`config.mk`:
```
export PLATFORM = sky130hd
export DESIGN_NAME = image_pattern_generator
export DESIGN_NICKNAME = d
export VERILOG_FILES = /design/src/rtl/image_pattern_generator.sv
export SDC_FILE = /design/constraint.sdc
export NUM_CORES = 1
export LEC_CHECK = 0
export CORE_MARGIN = 2
export CORE_UTILIZATION = 52
export DETAILED_ROUTE_END_ITERATION = 10
export MAX_ROUTING_LAYER = met4
export PLACE_DENSITY_LB_ADDON = 0.05
export SYNTH_ARGS = -nofsm -noshare
export SYNTH_HDL_FRONTEND = slang
export SYNTH_SLANG_ARGS = --single-unit
export TNS_END_PERCENT = 10
```
`constraint.sdc`:
```
create_clock -name clk -period 3 [get_ports clk]
set_input_delay 0.6 -clock clk [delete_from_list [all_inputs] [get_ports clk]]
set_output_delay 0.6 -clock clk [all_outputs]
set_load 0.1 [all_outputs]
```
`src/rtl/image_pattern_generator.sv`:
```
// image_pattern_generator: streams one frame of pattern words into a screen RAM write port.
// Optional feature macro IMGGEN_AUTO_REPEAT_EN: frames repeat forever, odd frames inverted.
module image_pattern_generator #(
  parameter int DATA_W    = 16,
  parameter int ROW_WORDS = 32,
  parameter int ROWS      = 256,
  parameter int ADDR_W    = 16,
  parameter int BASE_ADDR = 16384
) (
  input  logic              clk,
  input  logic              reset,
  input  logic              start,
  input  logic [1:0]        mode,
  input  logic              ready,
  output logic [ADDR_W-1:0] address,
  output logic              load,
  output logic [DATA_W-1:0] out,
  output logic              busy,
  output logic              done
);

  localparam int CW = (ROW_WORDS > 1) ? $clog2(ROW_WORDS) : 1;
  localparam int RW = (ROWS > 1) ? $clog2(ROWS) : 1;
  localparam logic [CW-1:0]     COL_LAST = CW'(ROW_WORDS - 1);
  localparam logic [RW-1:0]     ROW_LAST = RW'(ROWS - 1);
  localparam logic [ADDR_W-1:0] BASE     = ADDR_W'(BASE_ADDR);

`ifdef IMGGEN_AUTO_REPEAT_EN
  localparam bit AUTO_REPEAT = 1'b1;
`else
  localparam bit AUTO_REPEAT = 1'b0;
`endif

  typedef enum logic [1:0] {IDLE, RUN, DONE} state_t;

  state_t            state_q, state_d;
  logic [RW-1:0]     row_q, row_d;
  logic [CW-1:0]     col_q, col_d;
  logic [1:0]        mode_q, mode_d;
  logic [ADDR_W-1:0] address_q, address_d;
  logic [DATA_W-1:0] out_q, out_d;
  logic              load_q, load_d;
  logic              busy_q, busy_d;
  logic              done_q, done_d;
  logic              accept;
  logic              last_word;
  logic              invert;

  function automatic logic [DATA_W-1:0] pattern(input logic [1:0] m, input logic r0,
                                                input logic c0, input logic inv);
    logic lit;
    case (m)
      2'd0:    lit = 1'b0;
      2'd1:    lit = 1'b1;
      2'd2:    lit = r0 ^ c0;
      default: lit = r0;
    endcase
    return {DATA_W{lit ^ inv}};
  endfunction

  assign accept    = load_q && ready;
  assign last_word = (row_q == ROW_LAST) && (col_q == COL_LAST);

`ifdef IMGGEN_AUTO_REPEAT_EN
  // Frame parity flips as the last word of a frame is accepted, so the next frame is inverted.
  logic frame_q, frame_d;

  assign frame_d = frame_q ^ ((state_q == RUN) && accept && last_word);
  assign invert  = frame_q;

  always_ff @(posedge clk or posedge reset) begin
    if (reset) frame_q <= 1'b0;
    else       frame_q <= frame_d;
  end
`else
  assign invert = 1'b0;
`endif

  always_ff @(posedge clk or posedge reset) begin
    if (reset) begin
      state_q   <= IDLE;
      row_q     <= '0;
      col_q     <= '0;
      mode_q    <= '0;
      address_q <= '0;
      out_q     <= '0;
      load_q    <= 1'b0;
      busy_q    <= 1'b0;
      done_q    <= 1'b0;
    end else begin
      state_q   <= state_d;
      row_q     <= row_d;
      col_q     <= col_d;
      mode_q    <= mode_d;
      address_q <= address_d;
      out_q     <= out_d;
      load_q    <= load_d;
      busy_q    <= busy_d;
      done_q    <= done_d;
    end
  end

  // Outputs are computed one cycle ahead so every port comes straight from a register.
  always_comb begin
    state_d   = state_q;
    row_d     = row_q;
    col_d     = col_q;
    mode_d    = mode_q;
    address_d = address_q;
    out_d     = out_q;
    load_d    = load_q;
    busy_d    = busy_q;
    done_d    = 1'b0;
    case (state_q)
      IDLE: begin
        if (start) begin
          state_d   = RUN;
          mode_d    = mode;
          row_d     = '0;
          col_d     = '0;
          address_d = BASE;
          out_d     = pattern(mode, 1'b0, 1'b0, invert);
          load_d    = 1'b1;
          busy_d    = 1'b1;
        end
      end
      RUN: begin
        if (accept) begin
          if (last_word) begin
            state_d = DONE;
            load_d  = 1'b0;
            done_d  = 1'b1;
            busy_d  = AUTO_REPEAT;
          end else begin
            if (col_q == COL_LAST) begin
              col_d = '0;
              row_d = row_q + RW'(1);
            end else begin
              col_d = col_q + CW'(1);
            end
            address_d = address_q + ADDR_W'(1);
            out_d     = pattern(mode_q, row_d[0], col_d[0], invert);
          end
        end
      end
      DONE: begin
        if (AUTO_REPEAT) begin
          state_d   = RUN;
          row_d     = '0;
          col_d     = '0;
          address_d = BASE;
          out_d     = pattern(mode_q, 1'b0, 1'b0, invert);
          load_d    = 1'b1;
          busy_d    = 1'b1;
        end else begin
          state_d = IDLE;
          busy_d  = 1'b0;
        end
      end
      default: begin
        state_d = IDLE;
        load_d  = 1'b0;
        busy_d  = 1'b0;
      end
    endcase
  end

  assign address = address_q;
  assign load    = load_q;
  assign out     = out_q;
  assign busy    = busy_q;
  assign done    = done_q;

endmodule
```
==> impl_results.md <==
* Status: completed
* P_sw at 0.294 mW
* Fin worst setup slack at 0.457 ns
* Area Growth Syn to Fin at 16.1%
* Worst-path fanout max at 16
* Comb pwr share at 14.9%
* Compound-Gate Fraction of Synth Area at 20.6%
* Synth top area share at 42.3%
* Synth Area in Simple Gates at 23.2%
* Total CTS buffers at 5
* Total congestion overflow at 0
* Switching fraction of total power at 29.4%
* Post-route ant nets at 0
* PortBufs at 40
* # rows at 23
* Post-synthesis adder-cell area fraction at 2.94%
* Initial DRT Pass Iterations at 4
* First-pass GRT wire length at 8070 um
* Fin. max-slew vios at 0
* Clk pwr share at 35.2%
* Crit end category: flip-flop
* Register share of total power at 50.0%
* XOR/XNOR share of the synthesized area at 0.411%
* Initial antenna violation count at 0
* Async set-or-reset flop fraction in the synthesized netlist at 100%
* Worst hold path type: reg2reg
* Clock sinks at 36
* Synth unique cells at 50
* Cell depth of the worst flop-to-flop path at 8
* Fmax at 393 MHz
* Remaining DRCs at 0
* Top cells by area, synth: dfrtp_1 (42%), buf_4 (6.0%), o31ai_1 (4.6%)
* Post-synth top area cell: dfrtp_1
* Vias in the first global route at 1732
* Full die area at 0.00462 mm2
* Setup crit start kind: flip-flop
* Core Util, Final at 62.3%
* Core footprint at 0.00397 mm2
* Sequential area share after synthesis at 42.3%
* Overall power at 1.00 mW
* CP arrival at 2.69 ns
* Worst min-delay path endpoint: mode_q[1]$_DFFE_PP0P_
* Initial Utilization at 53.6%
* Root Buffer: clkbuf_8
* Die Y at 68.0 um
* Unrepaired setup endpoints after global routing: false
* FF-to-FF End: col_q[2]$_DFFE_PP0P_
* Primary FF master, synth: dfrtp_1
* # setup viols final at 0
* TritonCTS clock tree: done
* Slowest CP cell: dfrtp_1
* YS warnings at 0
* Antenna cells at 0
* Mapped Area at 0.00213 mm2
* Die X at 68.0 um
* Most frequent CP cell: ha_1
* Syn nets at 234
* Power Internal at 0.709 mW
* DRT iter0 DRCs at 154
* Slew margin rel. at 61.3%
* Drt wl/cell at 16.5 um
* GP Congestion at 0.821
* Vias per cell at 6.16
* Nets at 262
* Worst Setup SP: col_q[0]$_DFFE_PP0P_
* EDFF count, synth at 0
* Post-CTS resize count at 0
* R2R Path Start: col_q[0]$_DFFE_PP0P_
* Clock Tree Buf Depth at 2
* Tmin final at 2.54 ns
* # Post-CTS Setup Buffers at 0
* Total track usage at 24.2%
* Worst hold path cell count at 2
* Post-Syn Area per Cell at 9.55 um2
* HP Start: mode_q[1]$_DFFE_PP0P_
* Via count at 1859
* Clk_lat worst skew at 0.29 ns
* Crit path largest cell delay at 0.44 ns
* H-tree Lvls at 2
* Power Density at 406 mW/mm2
* Post-CTS Hold Fix Bufs at 0
* Pre-CTS setup slack at 0.527 ns
* IO Pins at 41
* Layout cells sized above 1 at 22.2%
* CTS clk-pin slew, worst paths at 0.07 ns
* DPL Wire Length at 3620 um
* Fill cell count at 350
* Mapped Cells at 223
* Cell chain of the critical path: ha_1 > and3_1 > ha_1 > nand4_1 > nor3_2 > buf_4 > or2_0 > o21ai_0
* Drt total wl at 4970 um
* Mux cell area share after synthesis at 1.47%
* Largest net degree at the start of global routing at 37
* Final setup TNS at 0 ns
* Flop-to-flop setup slack at 0.46 ns
* Main combinational cell family by area after synthesis: simple AND/OR/NAND/NOR gates
* WHS at 0.512 ns
* Final period util at 84.8%
* Leak pwr at 1.11 nW
* Req. time, crit path at 3.15 ns
* Setup Skew at 0.00547 ns
* Max-cap viol count at 0
* Worst Max-Slew Pin Slew at 0.579 ns
* Yosys reg bits at 36
* Max VDD drop at 0.000245 V
* Final hold vios at 0
* Critical path class: reg2reg
state kept, by name, indices dropped and copies added, names as in the netlist:
signal / count
row_q: 8
out: 1
done: 1
address: 16
col_q: 5
mode_q: 2
load: 1
state_q: 2
cells in the final DEF (no fill, tap or decap), types with 2 or more instances in the layout:
master and instances:
clkbuf_1 2, a21oi_1 8, mux2i_1 2, nor3_1 3, and2_1 2, nand2_1 16, and4_1 2, o22a_1 6
nor2_1 9, and3_1 11, clkbuf_8 6, a31oi_1 6, nand4_1 7, a41oi_1 2, or4_1 8, or3_1 2
ha_1 5, o31ai_1 13, inv_1 5, nand3_1 4, dfrtp_1 36, buf_4 42, o21ai_0 19, nor4b_1 6
clkdlybuf4s50_1 5
synthesized netlist by cell type, types with 2 or more instances:
library cell and n:
or4_1 8, a31oi_1 6, a41oi_1 2, nand4_1 7, clkbuf_1 3, buf_2 5
and4_1 2, o22a_1 6, inv_1 5, nand3_1 4, o31ai_1 13, or3_1 2
nor2_1 9, nand2_1 16, nor3_1 3, mux2i_1 2, nor4b_1 6, o21ai_0 19
and3_1 11, ha_1 5, and2_1 2, dfrtp_1 36, a21oi_1 8, buf_4 17
worst max-delay path by stage:
| stage | cells after the start | to |
|---|---|---|
| after floorplan | 6 | address[10]$_DFFE_PP0P_ |
| after global placement | 8 | col_q[2]$_DFFE_PP0P_ |
| after detailed placement | 8 | col_q[4]$_DFFE_PP0P_ |
| after CTS | 8 | col_q[2]$_DFFE_PP0P_ |
| after global routing | 8 | address[1]$_DFFE_PP0P_ |
| final | 8 | col_q[2]$_DFFE_PP0P_ |
per-layer routing:
| metal | global-route usage, % | part of all wire, % |
|---|---|---|
| met5 | - | 0 |
| met4 | 9.50 | 1.3 |
| met3 | 4.44 | 4.9 |
| met2 | 41.6 | 52 |
| met1 | 27.8 | 42 |
critical path: cells and delay by family (launching register included):
family / cells / cell delay, ns
buffers and inverters: 1 / 0.23
AND/OR/NAND/NOR: 4 / 1.02
flip-flops: 1 / 0.44
adder cells (fa/ha/maj): 2 / 0.55
AO/OA/AOI/OAI: 1 / 0.16
through the flow:
step / cell area (um2) / std cells
2_1_floorplan: 2130 / 223
3_3_place_gp: 2380 / 294
3_5_place_dp: 2380 / 294
4_1_cts: 2470 / 302
5_1_grt: 2470 / 302
6_report: 2470 / 302
power by group through the flow:
stage	Sequential [mW]	Combinational [mW]	Clock [mW]
finish	0.501	0.149	0.353
global route	0.502	0.155	0.386
CTS	0.501	0.150	0.364
detailed placement	0.510	0.150	0
global placement	0.509	0.149	0
floorplan	0.529	0.111	0
cells by family after synthesis:
group,after synthesis
simple gates,81
compound gates,66
flops,36
buf+inv,31
fa+ha+maj,5
mux,3
xor+xnor,1
cell type report:
| type | count | area, um2 | share of cell area [%] |
|---|---|---|---|
| Multi-Input combinational cell | 156 | 1030 | 41.9 |
| Timing Repair Buffer | 47 | 365 | 14.8 |
| Clock buffer | 8 | 90.1 | 3.64 |
| Sequential cell | 36 | 901 | 36.4 |
| Inverter | 5 | 18.8 | 0.759 |
| Tap cell | 50 | 62.6 | 2.53 |
Power figures use the tool's default switching activity.
